$ cat src/rtl/uart_pkg.sv
// Shared UART receive definitions: frame field positions, widths and timing constants.
package uart_pkg;

  localparam int UART_DATA_W = 8;
  localparam int SAMPLE_W    = 11;

  localparam int START_BIT = 1;
  localparam int DATA_LSB  = 2;
  localparam int DATA_MSB  = 9;
  localparam int PAR_BIT   = 10;
  localparam int STOP_BIT  = 11;

  // One frame lasts 11 bits at 5 clocks per bit.
  localparam int FRAME_CLKS      = 55;
  localparam int IDLE_CYCLES_DEF = 2 * FRAME_CLKS;

  typedef logic [SAMPLE_W:1]      sample_t;
  typedef logic [UART_DATA_W-1:0] data_t;

  function automatic data_t frame_data(input sample_t s);
    return s[DATA_MSB:DATA_LSB];
  endfunction

endpackage

$ cat src/rtl/sync_fifo.sv
// Single-clock FIFO with a registered head output that holds its last value when empty.
// Pointers carry one extra wrap bit so full and empty are distinguishable.
module sync_fifo #(
  parameter int WIDTH = 8,
  parameter int DEPTH = 8,
  localparam int AW = $clog2(DEPTH),
  localparam int PW = AW + 1,
  localparam int LW = AW + 1
) (
  input  logic             clk,
  input  logic             rst_n,
  input  logic             push,
  input  logic             pop,
  input  logic [WIDTH-1:0] din,
  output logic [WIDTH-1:0] dout,
  output logic [LW-1:0]    level,
  output logic             full,
  output logic             empty
);

  logic [WIDTH-1:0] mem_q [DEPTH];
  logic [PW-1:0]    wr_ptr_q, wr_ptr_d;
  logic [PW-1:0]    rd_ptr_q, rd_ptr_d;
  logic [LW-1:0]    level_q, level_d;
  logic [WIDTH-1:0] dout_q, dout_d;
  logic             do_push_s, do_pop_s;
  logic [AW-1:0]    rd_next_s;

  assign empty     = (wr_ptr_q == rd_ptr_q);
  assign full      = (wr_ptr_q[AW] != rd_ptr_q[AW]) && (wr_ptr_q[AW-1:0] == rd_ptr_q[AW-1:0]);
  assign do_pop_s  = pop & ~empty;
  // A full FIFO still accepts a push when the same cycle frees a slot.
  assign do_push_s = push & (~full | do_pop_s);
  assign rd_next_s = rd_ptr_q[AW-1:0] + AW'(1);

  // Next pointers, occupancy and head byte.
  always_comb begin
    wr_ptr_d = wr_ptr_q;
    rd_ptr_d = rd_ptr_q;
    level_d  = level_q + LW'(do_push_s) - LW'(do_pop_s);
    dout_d   = dout_q;
    if (do_push_s) begin
      wr_ptr_d = wr_ptr_q + PW'(1);
    end else begin
      wr_ptr_d = wr_ptr_q;
    end
    if (do_pop_s) begin
      rd_ptr_d = rd_ptr_q + PW'(1);
      if (level_q == LW'(1)) begin
        if (do_push_s) begin
          dout_d = din;
        end else begin
          dout_d = dout_q;
        end
      end else begin
        dout_d = mem_q[rd_next_s];
      end
    end else if (empty && do_push_s) begin
      dout_d = din;
    end else begin
      dout_d = dout_q;
    end
  end

  // Storage array; contents are don't-care until written.
  always_ff @(posedge clk) begin
    if (do_push_s) begin
      mem_q[wr_ptr_q[AW-1:0]] <= din;
    end
  end

  // Control state register.
  always_ff @(posedge clk or negedge rst_n) begin
    if (!rst_n) begin
      wr_ptr_q <= '0;
      rd_ptr_q <= '0;
      level_q  <= '0;
      dout_q   <= '0;
    end else begin
      wr_ptr_q <= wr_ptr_d;
      rd_ptr_q <= rd_ptr_d;
      level_q  <= level_d;
      dout_q   <= dout_d;
    end
  end

  assign dout  = dout_q;
  assign level = level_q;

endmodule

$ cat src/rtl/uart_rx_ctrl.sv
// Receive sequencer: captures each new frame on the rising edge of OK into a FIFO and
// reports overrun, occupancy, accepted-frame count and line-idle status.
module uart_rx_ctrl
  import uart_pkg::*;
#(
  parameter int DEPTH       = 8,
  parameter int IDLE_CYCLES = IDLE_CYCLES_DEF,
  parameter int CNT_W       = 16,
  localparam int LW = $clog2(DEPTH) + 1,
  localparam int IW = $clog2(IDLE_CYCLES + 1)
) (
  input  logic                   CLK,
  input  logic                   RST_N,
  input  logic                   OK,
  input  logic [SAMPLE_W:1]      SAMPLE,
  output logic [UART_DATA_W-1:0] DATA,
  output logic                   VALID,
  input  logic                   READY,
  output logic [LW-1:0]          LEVEL,
  output logic                   OVERRUN,
  input  logic                   CLR_OVR,
  output logic                   LINE_IDLE,
  output logic [CNT_W-1:0]       FRAME_CNT
);

  localparam logic [IW-1:0] IDLE_MAX = IW'(IDLE_CYCLES);

  logic             ok_d_q, ok_d_d;
  logic             overrun_q, overrun_d;
  logic [CNT_W-1:0] frame_cnt_q, frame_cnt_d;
  logic [IW-1:0]    idle_cnt_q, idle_cnt_d;
  logic             line_idle_q, line_idle_d;

  logic             rise_s, pop_s, push_s, drop_s;
  logic             full_s, empty_s;
  logic             frame_unused_s;

  // Start, parity and stop bits are checked by the receiver itself.
  assign frame_unused_s = ^{SAMPLE[START_BIT], SAMPLE[PAR_BIT], SAMPLE[STOP_BIT]};

  assign rise_s = OK & ~ok_d_q;
  assign pop_s  = READY & ~empty_s;
  assign push_s = rise_s & (~full_s | pop_s);
  assign drop_s = rise_s & full_s & ~pop_s;

  sync_fifo #(
    .WIDTH (UART_DATA_W),
    .DEPTH (DEPTH)
  ) u_fifo (
    .clk   (CLK),
    .rst_n (RST_N),
    .push  (rise_s),
    .pop   (READY),
    .din   (frame_data(SAMPLE)),
    .dout  (DATA),
    .level (LEVEL),
    .full  (full_s),
    .empty (empty_s)
  );

  // Edge history, overrun flag, frame counter and idle timer.
  always_comb begin
    ok_d_d      = OK;
    overrun_d   = overrun_q;
    frame_cnt_d = frame_cnt_q;
    idle_cnt_d  = idle_cnt_q;
    if (push_s) begin
      frame_cnt_d = frame_cnt_q + CNT_W'(1);
    end else begin
      frame_cnt_d = frame_cnt_q;
    end
    if (drop_s) begin
      overrun_d = 1'b1;
    end else if (CLR_OVR) begin
      overrun_d = 1'b0;
    end else begin
      overrun_d = overrun_q;
    end
    if (rise_s) begin
      idle_cnt_d = '0;
    end else if (idle_cnt_q < IDLE_MAX) begin
      idle_cnt_d = idle_cnt_q + IW'(1);
    end else begin
      idle_cnt_d = idle_cnt_q;
    end
    line_idle_d = (idle_cnt_d == IDLE_MAX);
  end

  // ok_d resets high so an OK already asserted at reset release is not taken as a new frame.
  always_ff @(posedge CLK or negedge RST_N) begin
    if (!RST_N) begin
      ok_d_q      <= 1'b1;
      overrun_q   <= 1'b0;
      frame_cnt_q <= '0;
      idle_cnt_q  <= '0;
      line_idle_q <= 1'b0;
    end else begin
      ok_d_q      <= ok_d_d;
      overrun_q   <= overrun_d;
      frame_cnt_q <= frame_cnt_d;
      idle_cnt_q  <= idle_cnt_d;
      line_idle_q <= line_idle_d;
    end
  end

  assign VALID     = ~empty_s;
  assign OVERRUN   = overrun_q;
  assign LINE_IDLE = line_idle_q;
  assign FRAME_CNT = frame_cnt_q;

endmodule

$ cat config.mk
export PLATFORM = sky130hd
export DESIGN_NAME = uart_rx_ctrl
export DESIGN_NICKNAME = d
export VERILOG_FILES = /design/src/rtl/uart_pkg.sv /design/src/rtl/sync_fifo.sv /design/src/rtl/uart_rx_ctrl.sv
export SDC_FILE = /design/constraint.sdc
export NUM_CORES = 1
export LEC_CHECK = 0
export CAP_MARGIN = 30
export CORE_MARGIN = 8
export CORE_UTILIZATION = 50
export DETAILED_ROUTE_END_ITERATION = 12
export GPL_ROUTABILITY_DRIVEN = 0
export PLACE_DENSITY = 0.71
export SETUP_SLACK_MARGIN = 0.2
export SYNTH_ARGS = -nofsm -noshare
export SYNTH_HDL_FRONTEND = slang
export SYNTH_HIERARCHICAL = 1
export SYNTH_SLANG_ARGS = --single-unit
$ cat constraint.sdc
create_clock -name CLK -period 3 [get_ports CLK]
set_clock_uncertainty 0.2 [all_clocks]
set_input_delay 0.6 -clock CLK [delete_from_list [all_inputs] [get_ports CLK]]
set_output_delay 0.6 -clock CLK [all_outputs]
set_load 0.02 [all_outputs]
==> metrics.txt <==
# TYPE chip_impl_metric gauge
chip_impl_metric{name="totalWireLength",unit="um"} 9650
chip_impl_info{name="cts.root.buffer_cell",value="clkbuf_8"} 1
chip_impl_metric{name="drt-wirelength-per-cell",unit="um"} 18.1
chip_impl_metric{name="ys_async_sr_fraction",unit="%"} 41.8
chip_impl_metric{name="multiInputGateArea",unit="um2"} 1650
chip_impl_metric{name="crit_required",unit="ns"} 2.20
chip_impl_info{name="grt_setup_unrepaired",value="false"} 1
chip_impl_metric{name="synth_edf_count",unit=""} 64
chip_impl_metric{name="design.portCount",unit=""} 47
chip_impl_metric{name="route.detailed.drc",unit=""} 0
chip_impl_metric{name="drive_gt1_share",unit="%"} 18.5
chip_impl_metric{name="drt.antenna.violating_nets",unit=""} 0
chip_impl_info{name="cp-start-kind",value="flip-flop"} 1
chip_impl_metric{name="power-per-cell-area",unit="nW/um2"} 934
chip_impl_metric{name="synth_nets",unit=""} 362
chip_impl_metric{name="first_global_vias",unit=""} 2932
chip_impl_metric{name="finalWorstPathRequiredPeriod",unit="ns"} 2.63
chip_impl_metric{name="ys.warnings.count",unit=""} 6
chip_impl_metric{name="grt_overflow",unit=""} 0
chip_impl_metric{name="slew_headroom",unit="%"} 46.0
chip_impl_metric{name="internal_power",unit="uW"} 3400
chip_impl_metric{name="clock_sinks",unit=""} 110
chip_impl_metric{name="initial_utilization",unit="%"} 50.8
chip_impl_metric{name="setup_violations_final",unit=""} 0
chip_impl_metric{name="dp_hpwl",unit="um"} 6450
chip_impl_metric{name="sw_frac_of_total",unit="%"} 36.2
chip_impl_metric{name="crit_arrival",unit="ns"} 1.83
chip_impl_metric{name="cap_violations",unit=""} 0
chip_impl_metric{name="vdd_drop_max",unit="uV"} 352
chip_impl_metric{name="post-route-worst-setup-slack",unit="ns"} 0.371
chip_impl_metric{name="cts_buffer_depth",unit=""} 2
chip_impl_info{name="outcome",value="completed"} 1
chip_impl_metric{name="syn-mean-instance-area",unit="um2"} 14.5
chip_impl_info{name="ys_dominant_reg_cell",value="edfxtp_1"} 1
chip_impl_metric{name="pre_cts_slack",unit="ns"} 0.132
chip_impl_metric{name="postSynthRegisterBits",unit=""} 110
chip_impl_metric{name="portBuffers",unit=""} 43
chip_impl_metric{name="synth_cell_type_count",unit=""} 52
chip_impl_metric{name="largest_fanout_on_the_critical_path",unit=""} 4
chip_impl_metric{name="placement_rows",unit=""} 36
chip_impl_metric{name="clk_transition_reported_paths",unit="ns"} 0.11
chip_impl_metric{name="yosysTopAreaCellShare",unit="%"} 39.5
chip_impl_metric{name="die-width",unit="um"} 115
chip_impl_info{name="synth.top_cells.by_area",value="edfxtp_1 (39%), dfrtp_1 (23%), mux4_2 (7.4%)"} 1
chip_impl_info{name="synth.cells.most_frequent",value="edfxtp_1 (64), dfrtp_1 (45), nand2_1 (37)"} 1
chip_impl_info{name="timing.hold.worst.class",value="flip-flop to flip-flop"} 1
chip_impl_metric{name="fp.coreArea",unit="um2"} 9590
chip_impl_metric{name="fin_tns_setup",unit="ns"} 0
chip_impl_info{name="timing_worst_setup_path_type",value="flip-flop to primary output"} 1
chip_impl_metric{name="hold_violations",unit=""} 0
chip_impl_metric{name="fill_cell_instance_count_of_the_final_layout",unit=""} 741
chip_impl_metric{name="power.share.sequential",unit="%"} 39.4
chip_impl_metric{name="syn2layout_area_growth",unit="%"} 17.3
chip_impl_info{name="cts_tree",value="yes"} 1
chip_impl_metric{name="num_antenna_cells",unit=""} 0
chip_impl_metric{name="total_switching_power",unit="uW"} 1930
chip_impl_metric{name="vias_per_cell",unit=""} 5.40
chip_impl_info{name="worst_setup_end_kind",value="primary output"} 1
chip_impl_info{name="synth.most_common_cell",value="edfxtp_1"} 1
chip_impl_metric{name="grt_usage",unit="%"} 15.2
chip_impl_metric{name="synth_sequential_area_ratio",unit="%"} 63.1
chip_impl_metric{name="power_frac_clock",unit="%"} 15.5
chip_impl_metric{name="antenna_found_initial",unit=""} 0
chip_impl_metric{name="power.leakage",unit="uW"} 0.00217
chip_impl_metric{name="report.final.slew_viol_count",unit=""} 0
chip_impl_metric{name="detailedRoute.firstPassIterationCount",unit=""} 4
chip_impl_metric{name="fmax",unit="MHz"} 380
chip_impl_info{name="cell_type_with_the_largest_total_area_after_synthesis",value="edfxtp_1"} 1
chip_impl_metric{name="grt_start_max_net_pins",unit=""} 22
chip_impl_metric{name="initialDrtViolationCount",unit=""} 151
chip_impl_metric{name="syn_area",unit="um2"} 4870
chip_impl_metric{name="power_frac_comb",unit="%"} 45.1
chip_impl_metric{name="syn-instance-count",unit=""} 337
chip_impl_metric{name="ff_latch_area",unit="um2"} 3080
chip_impl_metric{name="die-area",unit="um2"} 13200
chip_impl_metric{name="final_nets",unit=""} 421
chip_impl_metric{name="grt_first_pass_wirelength",unit="um"} 15200
chip_impl_metric{name="num_vias",unit=""} 2884
chip_impl_metric{name="worst_tran_pin_value",unit="ns"} 0.807
chip_impl_metric{name="h_tree_depth_reported_by_cts",unit=""} 3
chip_impl_metric{name="dieHeight",unit="um"} 115
chip_impl_metric{name="tritoncts.num_buffers",unit=""} 9
chip_impl_metric{name="final_min_period_over_clock_period",unit="%"} 87.6
chip_impl_metric{name="clkLatencyLatePin",unit="ns"} 0.37
-- worst max-delay path, cell delays in order (launching register included) --
cell and delay (ns):
dfrtp_1 0.42, xor2_1 0.18, or4_4 0.56, inv_2 0.09
inv_1 0.05, clkbuf_2 0.14
-- repair_timing --
action                     in CTS  in global routing
cloned                          0                  0
resized for setup               3                  2
hold buffers                    1                  0
setup endpoints to repair       1                  9
buffers inserted                2                  0
pin swaps                       0                  0
hold endpoints to repair       11                  0
-- registers in the layout, indices dropped and copies added (netlist names) --
signal and count:
u_fifo/mem_q 64, FRAME_CNT 16, u_fifo/dout 8, idle_cnt_q 7, u_fifo/level 4, u_fifo/rd_ptr_q 4
u_fifo/wr_ptr_q 4, LINE_IDLE 1, OVERRUN 1, ok_d_q 1
-- power groups by stage --
stage / Sequential (uW) / Combinational (uW) / Clock [uW]
2_1_floorplan: 2230 / 1560 / 0
3_3_place_gp: 2140 / 2350 / 0
3_5_place_dp: 2150 / 2400 / 0
4_1_cts: 2110 / 2450 / 848
5_1_grt: 2140 / 2620 / 907
6_report: 2100 / 2400 / 827
-- kinds of logic after synthesis --
family	after synthesis	synth area share, %
compound gates	33	5.70
simple gates	98	10.6
flops	110	63.1
buf+inv	30	3.08
fa+ha+maj	9	2.47
mux	26	9.50
xor+xnor	31	5.57
-- stage by stage --
step	area, um2	std cells	util [%]	hold slack [ns]	power, uW
final	5710	534	59.5	0.294	5340
after global routing	5710	534	59.5	0.304	5670
after CTS	5720	534	59.6	0.287	5400
after detailed placement	5510	515	57.4	0.271	4550
after global placement	5510	515	57.4	0.263	4490
after floorplan	4870	337	-	0.104	3790
-- final cells by class --
type	instances	share of cell area, %
clock buffer	9	2.17
tap	133	2.91
clock inverter	7	0.986
inverter	15	0.986
multi-input combinational	197	28.9
timing repair buffer	63	10.2
sequential	110	53.8
-- path summary, 6_finish.rpt --
kind,slack (ns),startpoint,cells past startpoint,end
hold / removal,0.29,FRAME_CNT[15],1,FRAME_CNT[15]
max in group asynchronous,1.52,RST_N,3,ok_d_q
min in group asynchronous,0.44,RST_N,2,FRAME_CNT[5]
setup / recovery,0.37,u_fifo/rd_ptr_q[0],5,VALID
setup reg to reg,0.40,u_fifo/wr_ptr_q[1],5,u_fifo/mem_q[5][3]
hold reg to reg,0.29,FRAME_CNT[15],1,FRAME_CNT[15]
-- routing by layer --
metal	wire length [um]	GRT usage (%)	up-vias
met5	0	0	-
met4	82	4.64	0
met3	600	3.85	7
met2	4870	24.8	59
met1	4100	19.6	1452
li1	-	-	1366
-- placed cells by master, fill, tap and decap left out, types with 5 or more instances in the layout --
cell,netlist,layout
inv_1,12,12
mux2i_1,8,8
nand2b_1,5,5
nor3_1,7,7
xor2_1,11,11
clkdlybuf4s50_1,0,41
xnor2_1,20,20
ha_1,8,8
mux4_2,16,16
clkbuf_8,0,9
nor2_1,10,9
a32o_1,8,8
nand2_1,37,37
dfrtp_1,45,44
and3_1,8,8
buf_4,4,18
nand3_1,11,11
nand4_1,5,5
edfxtp_1,64,64
(Power assumes the default switching activity.)
